### config.mk
export PLATFORM = sky130hd
export DESIGN_NAME = regfile_wb_arbiter
export DESIGN_NICKNAME = d
export VERILOG_FILES = /design/src/rtl/regfile_wb_arbiter.sv
export SDC_FILE = /design/constraint.sdc
export NUM_CORES = 1
export LEC_CHECK = 0
export BUFFER_PORTS_ARGS = -buffer_cell sky130_fd_sc_hd__buf_2
export CAP_MARGIN = 20
export CORE_AREA = 2 2 201 104
export CTS_CLUSTER_DIAMETER = 120
export DETAILED_ROUTE_END_ITERATION = 16
export DIE_AREA = 0 0 203 106
export SLEW_MARGIN = 20
export SYNTH_ARGS = -nofsm -noshare
export SYNTH_HDL_FRONTEND = slang
export SYNTH_SLANG_ARGS = --single-unit
### constraint.sdc
create_clock -name clk -period 3.7 [get_ports clk]
set_input_delay 0.185 -clock clk [delete_from_list [all_inputs] [get_ports clk]]
set_output_delay 0.185 -clock clk [all_outputs]
set_load 0.01 [all_outputs]
### src/rtl/regfile_wb_arbiter.sv
// Register-file write-port arbiter for an ALU and a long-latency writeback source,
// with a destination-register scoreboard that stalls dispatch on RAW/WAW hazards.
module regfile_wb_arbiter #(
    parameter int unsigned MAX_PENDING = 4,
    parameter int unsigned CNT_W       = 3
) (
    input  logic        clk,
    input  logic        rstn,
    input  logic        s0_valid,
    output logic        s0_ready,
    input  logic [4:0]  s0_rd,
    input  logic [31:0] s0_data,
    input  logic        s1_valid,
    output logic        s1_ready,
    input  logic [4:0]  s1_rd,
    input  logic [31:0] s1_data,
    input  logic        issue_valid,
    input  logic        issue_long,
    input  logic [4:0]  issue_rs1,
    input  logic [4:0]  issue_rs2,
    input  logic [4:0]  issue_rd,
    output logic        stall,
    output logic        we,
    output logic [4:0]  rd,
    output logic [31:0] rd_data,
    output logic [31:0] busy
);

    localparam int unsigned RW   = 5;
    localparam int unsigned XLEN = 32;
    localparam int unsigned NREG = 32;

    logic             we_q, we_d;
    logic [RW-1:0]    rd_q, rd_d;
    logic [XLEN-1:0]  rd_data_q, rd_data_d;
    logic [NREG-1:0]  busy_q, busy_d;
    logic [CNT_W-1:0] cnt_q, cnt_d;
    logic             last_grant_q, last_grant_d;

    logic grant0, grant1;
    logic h1, h2, h3, full;
    logic sb_set, sb_clr;

    // Round-robin grant; last_grant_q=1 means source 1 won the previous transfer.
    always_comb begin
        grant0 = 1'b0;
        grant1 = 1'b0;
        if (rstn) begin
            grant0 = s0_valid && (!s1_valid || last_grant_q);
            grant1 = s1_valid && (!s0_valid || !last_grant_q);
        end
    end

    assign s0_ready = grant0;
    assign s1_ready = grant1;

    // Hazard detection uses only registered scoreboard state, never the same-cycle writeback.
    always_comb begin
        h1    = (issue_rs1 != RW'(0)) && busy_q[issue_rs1];
        h2    = (issue_rs2 != RW'(0)) && busy_q[issue_rs2];
        h3    = (issue_rd  != RW'(0)) && busy_q[issue_rd];
        full  = issue_long && (cnt_q == CNT_W'(MAX_PENDING));
        stall = issue_valid && (h1 || h2 || h3 || full);
    end

    // Scoreboard update: clear first, then set, so a new owner of the same register wins.
    always_comb begin
        sb_set = issue_valid && issue_long && !stall && (issue_rd != RW'(0));
        sb_clr = grant1 && (s1_rd != RW'(0)) && busy_q[s1_rd]
                 && !(sb_set && (issue_rd == s1_rd));
        busy_d = busy_q;
        cnt_d  = cnt_q;
        if (sb_clr) begin
            busy_d[s1_rd] = 1'b0;
        end
        if (sb_set) begin
            busy_d[issue_rd] = 1'b1;
        end
        if (sb_set && !sb_clr) begin
            cnt_d = cnt_q + CNT_W'(1);
        end else if (!sb_set && sb_clr) begin
            cnt_d = cnt_q - CNT_W'(1);
        end
    end

    // Write-port staging; x0 targets are accepted but never written.
    always_comb begin
        we_d         = 1'b0;
        rd_d         = rd_q;
        rd_data_d    = rd_data_q;
        last_grant_d = last_grant_q;
        if (grant0) begin
            last_grant_d = 1'b0;
            if (s0_rd != RW'(0)) begin
                we_d      = 1'b1;
                rd_d      = s0_rd;
                rd_data_d = s0_data;
            end
        end else if (grant1) begin
            last_grant_d = 1'b1;
            if (s1_rd != RW'(0)) begin
                we_d      = 1'b1;
                rd_d      = s1_rd;
                rd_data_d = s1_data;
            end
        end
    end

    always_ff @(posedge clk) begin
        if (!rstn) begin
            we_q         <= 1'b0;
            rd_q         <= RW'(0);
            rd_data_q    <= XLEN'(0);
            busy_q       <= NREG'(0);
            cnt_q        <= CNT_W'(0);
            last_grant_q <= 1'b1;
        end else begin
            we_q         <= we_d;
            rd_q         <= rd_d;
            rd_data_q    <= rd_data_d;
            busy_q       <= busy_d;
            cnt_q        <= cnt_d;
            last_grant_q <= last_grant_d;
        end
    end

    assign we      = we_q;
    assign rd      = rd_q;
    assign rd_data = rd_data_q;
    assign busy    = busy_q;

endmodule

==> flow_summary_export.csv, run 1 <==
group,metric,value,unit
yosys,yosysSeqAreaShare,0.315,
placement,place_area,5770,um2
finish,design_area,6080,um2
global_routing,grt_pass1_vias,4789,
power_and_ir_drop,total_power,2.22,mW
sta,fin_worst_skew,0.0105,ns
die,rows,37,
run_status,outcome,"finished, final reports clean",
power_and_ir_drop,powerDensity,365,nW/um2
clocking,tritoncts,"done",
flow_run,maxCapViolations,0,
yosys,synth_top_cell_by_area,"dfxtp_1",
yosys,syn_inst,543,
sta,finalHoldViolCount,0,
clocking,cts_sinks,74,
sta,maxClockFrequency,0.289,GHz
power_and_ir_drop,p_int,1.55,mW
clocking,path_clk_slew,0.06,ns
sta,period_needed,3.46,ns
finish,nets,779,
clocking,cts_hold_buffers,0,
sta,grt_setup_unrepaired,"no",
clocking,cts_setup_buffers,0,
die,start_util,0.236,
min_path,hold_class,"in -> reg",
die,coreArea,20000,um2
sta,worst_pin_slew,0.849,ns
yosys,syn_area_per_cell,8.66,um2
finish,insertedDiodeCount,0,
yosys,synth_cell_types,61,
detailed_routing,routed-via-count,5094,
detailed_routing,wl,18400,um
detailed_routing,dr.first_iter.drc_count,562,
critical_path,rrSetupSlack,0.24,ns
sta,fin_ws,0.238,ns
placement,io_buffers,167,
yosys,ys_async_sr_fraction,0,
power_and_ir_drop,pwr-share-clk,0.416,
global_routing,grt_max_degree,76,
sta,slew_viol_final,0,
detailed_routing,wl_per_cell,19.1,um
power_and_ir_drop,p_comb_frac,0.192,
yosys,synth-edff-count,0,
sta,setup_violations,0,
critical_path,crit_path_end,"cnt_q[2]",
placement,pre_cts_slack,0.253,ns
die,fp.dieW,203,um
power_and_ir_drop,irDropWorstVdd,0.217,mV
critical_path,rr_worst_depth,12,
power_and_ir_drop,p_leak,2.88,nW
finish,drive_above_1_share,0.342,
critical_path,worst-path-max-fanout,6,
placement,gp_congestion,0.928,
power_and_ir_drop,p_sw_frac,0.300,
yosys,yosys_most_used_dff,"dfxtp_1",
sta,slew_headroom,0.434,
clocking,ctsResizeCount,0,
clocking,insertion_delay,0.34,ns
clocking,cts_root_buf,"clkbuf_16",
placement,place_hpwl,13200,um
critical_path,worstReg2RegStart,"busy[30]",
die,ios,168,
die,dieHeight,106,um
critical_path,r2r-end,"cnt_q[2]",
yosys,synth-seq-cells,74,
critical_path,end_kind,"flop",
detailed_routing,drc,0,
finish,synthToLayoutAreaGrowth,29.2,%
critical_path,worstPathRequired,3.97,ns
global_routing,grt_pass1_wl,28100,um
yosys,synth_nets,640,
sta,finalSetupTns,0,ns
yosys,synthDominantCellAreaShare,0.315,
global_routing,overflow,0,
global_routing,grt_use_total,0.169,
power_and_ir_drop,seqPwrFrac,0.392,
sta,period_share,0.936,
critical_path,worstSetupPathType,"reg -> reg",
clocking,htreeDepth,3,
detailed_routing,first_pass_iters,5,
detailed_routing,vias_per_cell,5.31,
clocking,numCtsBuffers,9,
clocking,cts.path.max_buffers,2,
global_routing,antenna_found_initial,1,
yosys,synth.area.top_cells,"dfxtp_1, mux4_2, o211a_1, nand3_1, nand2_1",
die,die_area,21500,um2
power_and_ir_drop,p_sw,0.666,mW
critical_path,crit_start,"busy[30]",
critical_path,startpoint_type,"flop",
yosys,netlist_area,4700,um2
yosys,synth-warning-count,0,
critical_path,arrival,3.73,ns
detailed_routing,ant_nets,0,
## power by group through the flow
stage               combinational, mW  sequential, mW  clock, mW
floorplan                       0.241           0.904          0
global placement                0.420           0.886          0
detailed placement              0.421           0.887          0
CTS                             0.424           0.869      0.960
global route                    0.467           0.875      0.990
finish                          0.426           0.870      0.922
## registers in the layout, indices dropped and copies added (netlist names)
signal	count
rd_data	32
we	1
last_grant_q	1
cnt_q	3
rd	5
busy	32
## worst min path at each step
stage | startpoint | cells past startpoint | endpoint
after floorplan | issue_rd[3] | 2 | busy[2]
after global placement | rd_data[24] | 1 | rd_data[24]
after detailed placement | rd_data[14] | 1 | rd_data[14]
after CTS | s1_data[16] | 4 | rd_data[16]
after global routing | s1_data[10] | 4 | rd_data[10]
final | s1_data[16] | 4 | rd_data[16]
## cell type report
| class | instances | area [um2] |
|---|---|---|
| tap | 273 | 342 |
| fill | 2134 | 13900 |
| sequential | 74 | 1480 |
| timing repair buffer | 182 | 948 |
| clock inverter | 6 | 65.1 |
| clock buffer | 10 | 239 |
| inverter | 9 | 33.8 |
| multi-input combinational | 406 | 2970 |
## layout by cell type (no fill, tap or decap), types with 4 or more instances in the layout
master     count
nand3_1       73
and2_1         5
buf_4         15
a2111oi_0      5
mux2_1         4
o311ai_1      29
o211a_1       37
nor2_1        15
mux2i_1       20
mux4_2        19
dfxtp_1       74
nand2_1       81
nor2b_1        9
o21ai_1       28
mux2_2         5
inv_1          9
buf_2        167
o22ai_1        6
clkbuf_16      9
or2_2          4
nand2b_1       7
## per-stage QoR
stage          instances  hold slack (ns)  utilization
2_1_floorplan        543            0.430            -
3_3_place_gp         944            0.475        0.289
3_5_place_dp         944            0.480        0.289
4_1_cts              960            0.171        0.304
5_1_grt              960            0.192        0.305
6_report             960            0.184        0.305
## critical path, cell delays in order, from the launching register on
cell and delay, ns:
dfxtp_1 0.43, mux4_2 0.50, mux2i_1 0.20, o22ai_1 0.14
a31oi_2 0.22, nand4_2 0.15, nor3_1 0.43, ha_1 0.28
inv_1 0.06, fa_1 0.37, xor2_1 0.15, or3_1 0.29
a21boi_0 0.15
## Yosys cell counts, types with 2 or more instances
cell,count
nand2_1,81
dfxtp_1,74
nand3_1,73
o211a_1,37
clkbuf_1,36
o21ai_1,29
o311ai_1,29
mux2i_1,20
mux4_2,19
nor2_1,15
buf_2,14
inv_1,9
nor2b_1,9
nand2b_1,7
o22ai_1,6
a2111oi_0,5
and2_1,5
mux2_2,5
mux2_1,4
nor3_1,4
or2_2,4
a21oi_1,3
buf_6,3
nand3b_1,3
nor3b_1,3
o21ai_0,3
o311ai_0,3
o41ai_1,3
a311oi_1,2
a32o_1,2
nor3_2,2
nor4_1,2
## metal layers
metal  part of all wire  track usage  vias to the layer above  wire length [um]
met2               0.37        0.217                      318              6840
met1               0.48        0.257                     2419              8790
met3               0.14       0.0754                       12              2640
met4             0.0051       0.0193                        2                94
li1                   -            -                     2343                 -
met5            0.00092            0                        -                17
## logic make-up (layout without fill, tap and decap cells)
logic type                 Yosys count  in the layout  synth area share
and+or+nand+nor                    218            218             0.226
DFF                                 74             74             0.315
xor gates and xnor gates             2              2           0.00373
AOI/OAI and AO/OA                  136            136             0.233
muxes                               48             48             0.155
buffers and inverters               63            207            0.0596
adders and majority gates            2              2           0.00692
No activity file was read; power rests on OpenSTA's default activity.
==> run 2: changes to the inputs <==
==> constraint.sdc (replaced) <==
create_clock -name clk -period 3.7 [get_ports clk]
set_input_delay 0.37 -clock clk [delete_from_list [all_inputs] [get_ports clk]]
set_output_delay 0.37 -clock clk [all_outputs]
set_load 0.01 [all_outputs]
==> run 2 against run 1 <==
Compared with the run above: cell count grew 0.31%; cell area up 0.35%; total power increased by 0.67%; clock skew is essentially flat; die area unchanged; fmax is 1.7% higher; sequential cell count did not move; largest power group unchanged; highest routed layer is now met4.
==> flow_summary_export.csv, run 2 (synthesis results as in run 1) <==
group,metric,value,unit
finish,nets,781,
die,coreArea,20000,um2
critical_path,end_kind,"flop",
sta,period_needed,3.40,ns
global_routing,grt.met2_usage,0.219,
clocking,path_clk_slew,0.07,ns
sta,period_share,0.920,
placement,gp_congestion,0.923,
placement,io_buffers,167,
sta,maxClockFrequency,0.294,GHz
sta,finalHoldViolCount,0,
clocking,ctsResizeCount,0,
flow_run,maxCapViolations,0,
detailed_routing,routed-via-count,5081,
min_path,whs_endpoint,"rd_data[16]",
finish,fillers,2147,
detailed_routing,drc,0,
min_path,min_path_cells,4,
global_routing,met3_usage,0.0809,
global_routing,top_usage_layer,"met1",
power_and_ir_drop,p_leak,2.89,nW
die,rows,37,
sta,finalSetupTns,0,ns
clocking,tritoncts,"done",
power_and_ir_drop,irDropWorstVdd,0.200,mV
detailed_routing,vias_per_cell,5.28,
min_path,hp-start,"s1_data[16]",
placement,place_area,5780,um2
clocking,cts.path.max_buffers,2,
detailed_routing,dr.first_iter.drc_count,361,
critical_path,rr_worst_depth,11,
finish,final_common_cell,"buf_2",
global_routing,overflow,0,
critical_path,rrSetupSlack,0.30,ns
sta,slew_headroom,0.225,
global_routing,antenna_found_initial,0,
clocking,numCtsBuffers,9,
finish,most-common-layout-cells,"buf_2, nand2_1, dfxtp_1, nand3_1, o211a_1",
global_routing,grt_pass1_wl,28000,um
die,die_area,21500,um2
critical_path,worstReg2RegStart,"busy[13]",
sta,setup_violations,0,
clocking,cts_setup_buffers,0,
die,ios,168,
sta,worst_pin_slew,1.15,ns
detailed_routing,wl_per_cell,19.0,um
clocking,cts_sinks,74,
power_and_ir_drop,powerDensity,366,nW/um2
critical_path,worstSetupPathType,"reg -> reg",
global_routing,grt_max_degree,76,
clocking,htreeDepth,3,
detailed_routing,first_pass_iters,5,
critical_path,r2r-end,"cnt_q[2]",
clocking,cts_hold_buffers,0,
die,fp.dieW,203,um
finish,drive_above_1_share,0.343,
run_status,outcome,"finished, final reports clean",
global_routing,grt_pass1_vias,4761,
global_routing,use_met1,0.248,
finish,design_area,6100,um2
sta,grt_setup_unrepaired,"no",
clocking,cts_root_buf,"clkbuf_16",
die,dieHeight,106,um
global_routing,grt_use_total,0.170,
critical_path,startpoint_type,"flop",
min_path,hold_class,"in -> reg",
critical_path,arrival,3.67,ns
detailed_routing,wl,18300,um
critical_path,worst-path-max-fanout,6,
detailed_routing,ant_nets,0,
critical_path,worstPathRequired,3.97,ns
sta,slew_viol_final,0,
clocking,insertion_delay,0.34,ns
placement,place_hpwl,13400,um
finish,synthToLayoutAreaGrowth,29.7,%
die,start_util,0.236,
sta,fin_worst_skew,0.0102,ns
run 2: cell types whose count changed in the layout (fill, tap and decap cells not counted), sizes merged:
cell and change:
buf +2, diode +1, clkinvlp +1, inv +1, clkinv -2
run 2: layout make-up:
cell class / instances / area, um2 / area share
diodes: 1 / 2.50 / 0.000410
flip-flops and latches: 74 / 1480 / 0.243
well taps: 273 / 342 / 0.0560
inverters: 9 / 33.8 / 0.00554
multi-input cells: 406 / 2960 / 0.486
clock inverters: 6 / 73.8 / 0.0121
repair buffers: 184 / 963 / 0.158
clock buffers: 10 / 239 / 0.0392
run 2: how the worst max path moves through the flow:
stage	from	end	cells after the start
after floorplan	issue_rs2[2]	cnt_q[2]	13
after global placement	issue_rd[1]	cnt_q[2]	14
after detailed placement	issue_rd[1]	cnt_q[2]	14
after CTS	busy[13]	cnt_q[2]	11
after global routing	busy[13]	cnt_q[2]	11
final	busy[13]	cnt_q[2]	11
run 2: per-stage QoR:
step                worst slack, ns   util  hold WS (ns)  power, mW  instances
finish                        0.296  0.306         0.377       2.23        963
global placement              0.254  0.290         0.475       1.31        946
CTS                           0.332  0.306         0.360       2.27        962
detailed placement            0.197  0.290         0.482       1.31        946
floorplan                     0.369      -         0.465       1.15        543
global route                  0.104  0.306         0.379       2.35        962
run 2: layer usage:
layer	part of all wire	routed length (um)	vias to the layer above
met4	0.0097	178	0
met2	0.37	6870	288
met3	0.14	2510	21
met1	0.48	8780	2423
li1	-	-	2349
met5	0	0	-
run 2: critical path, stage by stage, from the launching register on:
cell	delay [ns]
dfxtp_1	0.41
mux4_2	0.52
o2111a_1	0.26
nor4_2	0.32
nand4_2	0.20
nor3_1	0.26
ha_1	0.27
inv_1	0.07
fa_1	0.38
xor2_1	0.16
or3_1	0.30
a21boi_0	0.16
run 2: power breakdown:
part           internal [mW]  switching, mW
Clock                  0.550          0.387
Sequential             0.843         0.0279
Combinational          0.169          0.257
Total                   1.56          0.672
==> run 3: changes to the inputs <==
--- a/config.mk
+++ b/config.mk
@@ -11,6 +11,7 @@
 export CTS_CLUSTER_DIAMETER = 120
 export DETAILED_ROUTE_END_ITERATION = 16
 export DIE_AREA = 0 0 203 106
+export REMOVE_ABC_BUFFERS = 1
 export SLEW_MARGIN = 20
 export SYNTH_ARGS = -nofsm -noshare
 export SYNTH_HDL_FRONTEND = slang
==> constraint.sdc (replaced) <==
create_clock -name clk -period 2.8 [get_ports clk]
set_input_delay 0.28 -clock clk [delete_from_list [all_inputs] [get_ports clk]]
set_output_delay 0.28 -clock clk [all_outputs]
set_load 0.01 [all_outputs]
==> run 3 against run 2 <==
Compared with the run above: the flow now finishes with violations (setup timing); worst hold slack worse by 0.095 ns; critical path depth grew 1; clock skew grew 0.0016 ns; die area stayed put; combinational power up 46%; critical path type unchanged; largest cell class unchanged.
==> flow_summary_export.csv, run 3 (synthesis results as in run 1) <==
group,metric,value,unit
placement,io_buffers,167,
critical_path,startpoint_type,"flop",
critical_path,end_kind,"flop",
power_and_ir_drop,powerDensity,448,nW/um2
placement,place_hpwl,15600,um
sta,holdWs,0.282,ns
die,ios,168,
power_and_ir_drop,total_power,3.03,mW
global_routing,grt_use_total,0.187,
clocking,path_clk_slew,0.06,ns
clocking,htreeDepth,3,
sta,finalSetupTns,-0.234,ns
global_routing,grt_pass1_vias,5252,
finish,nets,859,
finish,drive_above_1_share,0.433,
sta,worst_pin_slew,0.831,ns
critical_path,path_cells,"buf_6, mux4_2, o2111a_1, nor4_4, nand4_2, nor3_2, ha_2, inv_2, fa_2, xor2_1, or3_1, a21boi_1",
global_routing,grt_pass1_wl,30700,um
detailed_routing,ant_nets,0,
power_and_ir_drop,p_leak,3.31,nW
finish,synthToLayoutAreaGrowth,44.0,%
placement,gp_congestion,0.995,
sta,fin_ws,-0.233,ns
finish,stdcell_count,1040,
critical_path,crit_path_max_incr_delay,0.44,ns
die,fp.dieW,203,um
finish,fillers,2085,
placement,place_area,6360,um2
finish,final_common_cell,"buf_2",
placement,pre_cts_slack,-0.308,ns
die,dieHeight,106,um
run_status,violations,"setup timing",
sta,maxClockFrequency,0.330,GHz
power_and_ir_drop,irDropWorstVdd,0.248,mV
sta,finalHoldViolCount,0,
detailed_routing,routed-via-count,5395,
min_path,hold_class,"in -> reg",
sta,grt_setup_unrepaired,"yes",
clocking,cts_sinks,74,
global_routing,overflow,0,
sta,slew_viol_final,0,
finish,fin_util,0.339,
sta,fin_worst_skew,0.0117,ns
critical_path,slowest_stage,"mux4_2",
detailed_routing,first_pass_iters,5,
finish,insertedDiodeCount,0,
global_routing,antenna_found_initial,0,
critical_path,worstSetupPathType,"reg -> reg",
critical_path,worstPathRequired,3.07,ns
sta,period_share,1.08,
die,die_area,21500,um2
detailed_routing,vias_per_cell,5.19,
die,rows,37,
clocking,numCtsBuffers,9,
clocking,cts.path.max_buffers,2,
global_routing,grt_max_degree,75,
detailed_routing,wl_per_cell,19.3,um
run_status,outcome,"finished, violations left",
die,coreArea,20000,um2
die,start_util,0.236,
sta,slew_headroom,0.432,
detailed_routing,dr.first_iter.drc_count,597,
clocking,tritoncts,"done",
clocking,cts_root_buf,"clkbuf_16",
clocking,insertion_delay,0.34,ns
sta,setup_violations,2,
finish,design_area,6770,um2
critical_path,worst-path-max-fanout,2,
detailed_routing,drc,0,
critical_path,arrival,3.30,ns
sta,period_needed,3.03,ns
detailed_routing,wl,20000,um
finish,most-common-layout-cells,"buf_2, buf_4, nand2_1, nand3_1, dfxtp_1",
flow_run,maxCapViolations,0,
placement,dp.cells,1019,
## run 3: layout make-up
class | count | area (um2) | area share
flip-flops and latches | 74 | 1500 | 0.221
clock inverters | 7 | 93.8 | 0.0139
multi-input cells | 406 | 2990 | 0.442
clock buffers | 9 | 225 | 0.0333
well taps | 273 | 342 | 0.0505
repair buffers | 262 | 1590 | 0.235
inverters | 9 | 33.8 | 0.00499
## run 3: worst max-delay path: cells and delay by family (launching register included)
kind | cells | cell delay, ns
muxes | 1 | 0.44
and+or+nand+nor | 4 | 0.93
adders and majority gates | 2 | 0.55
buffers and inverters | 2 | 0.16
DFF | 1 | 0.33
AOI/OAI and AO/OA | 2 | 0.40
xor gates and xnor gates | 1 | 0.15
## run 3: final timing paths
path               startpoint          end  slack [ns]  cells past startpoint
setup / recovery     busy[12]     cnt_q[2]       -0.23                     12
hold / removal    s1_data[19]  rd_data[19]        0.28                      4
setup reg to reg     busy[12]     cnt_q[2]       -0.23                     12
hold reg to reg   rd_data[29]  rd_data[29]        0.49                      1
## run 3: timing repair
| item | 4_1_cts | 5_1_grt |
|---|---|---|
| pin swaps | 7 | 6 |
| hold buffers | 0 | 0 |
| gates cloned | 0 | 0 |
| resized for setup | 18 | 4 |
| setup buffers | 5 | 0 |
| endpoints found under the setup margin | 1 | 3 |
## run 3: metal layers
metal | vias to the layer above | GRT usage | wire length (um)
li1 | 2496 | - | -
met1 | 2578 | 0.280 | 9400
met2 | 313 | 0.228 | 7120
met3 | 8 | 0.106 | 3430
met4 | 0 | 0.0224 | 74
met5 | - | 0 | 0
## run 3: where the power goes
part | internal (mW) | leakage (nW) | total [mW] | switching [mW]
Sequential | 1.11 | 0.611 | 1.15 | 0.0350
Combinational | 0.267 | 2.55 | 0.623 | 0.356
Clock | 0.779 | 0.151 | 1.26 | 0.481
Total | 2.16 | 3.31 | 3.03 | 0.872
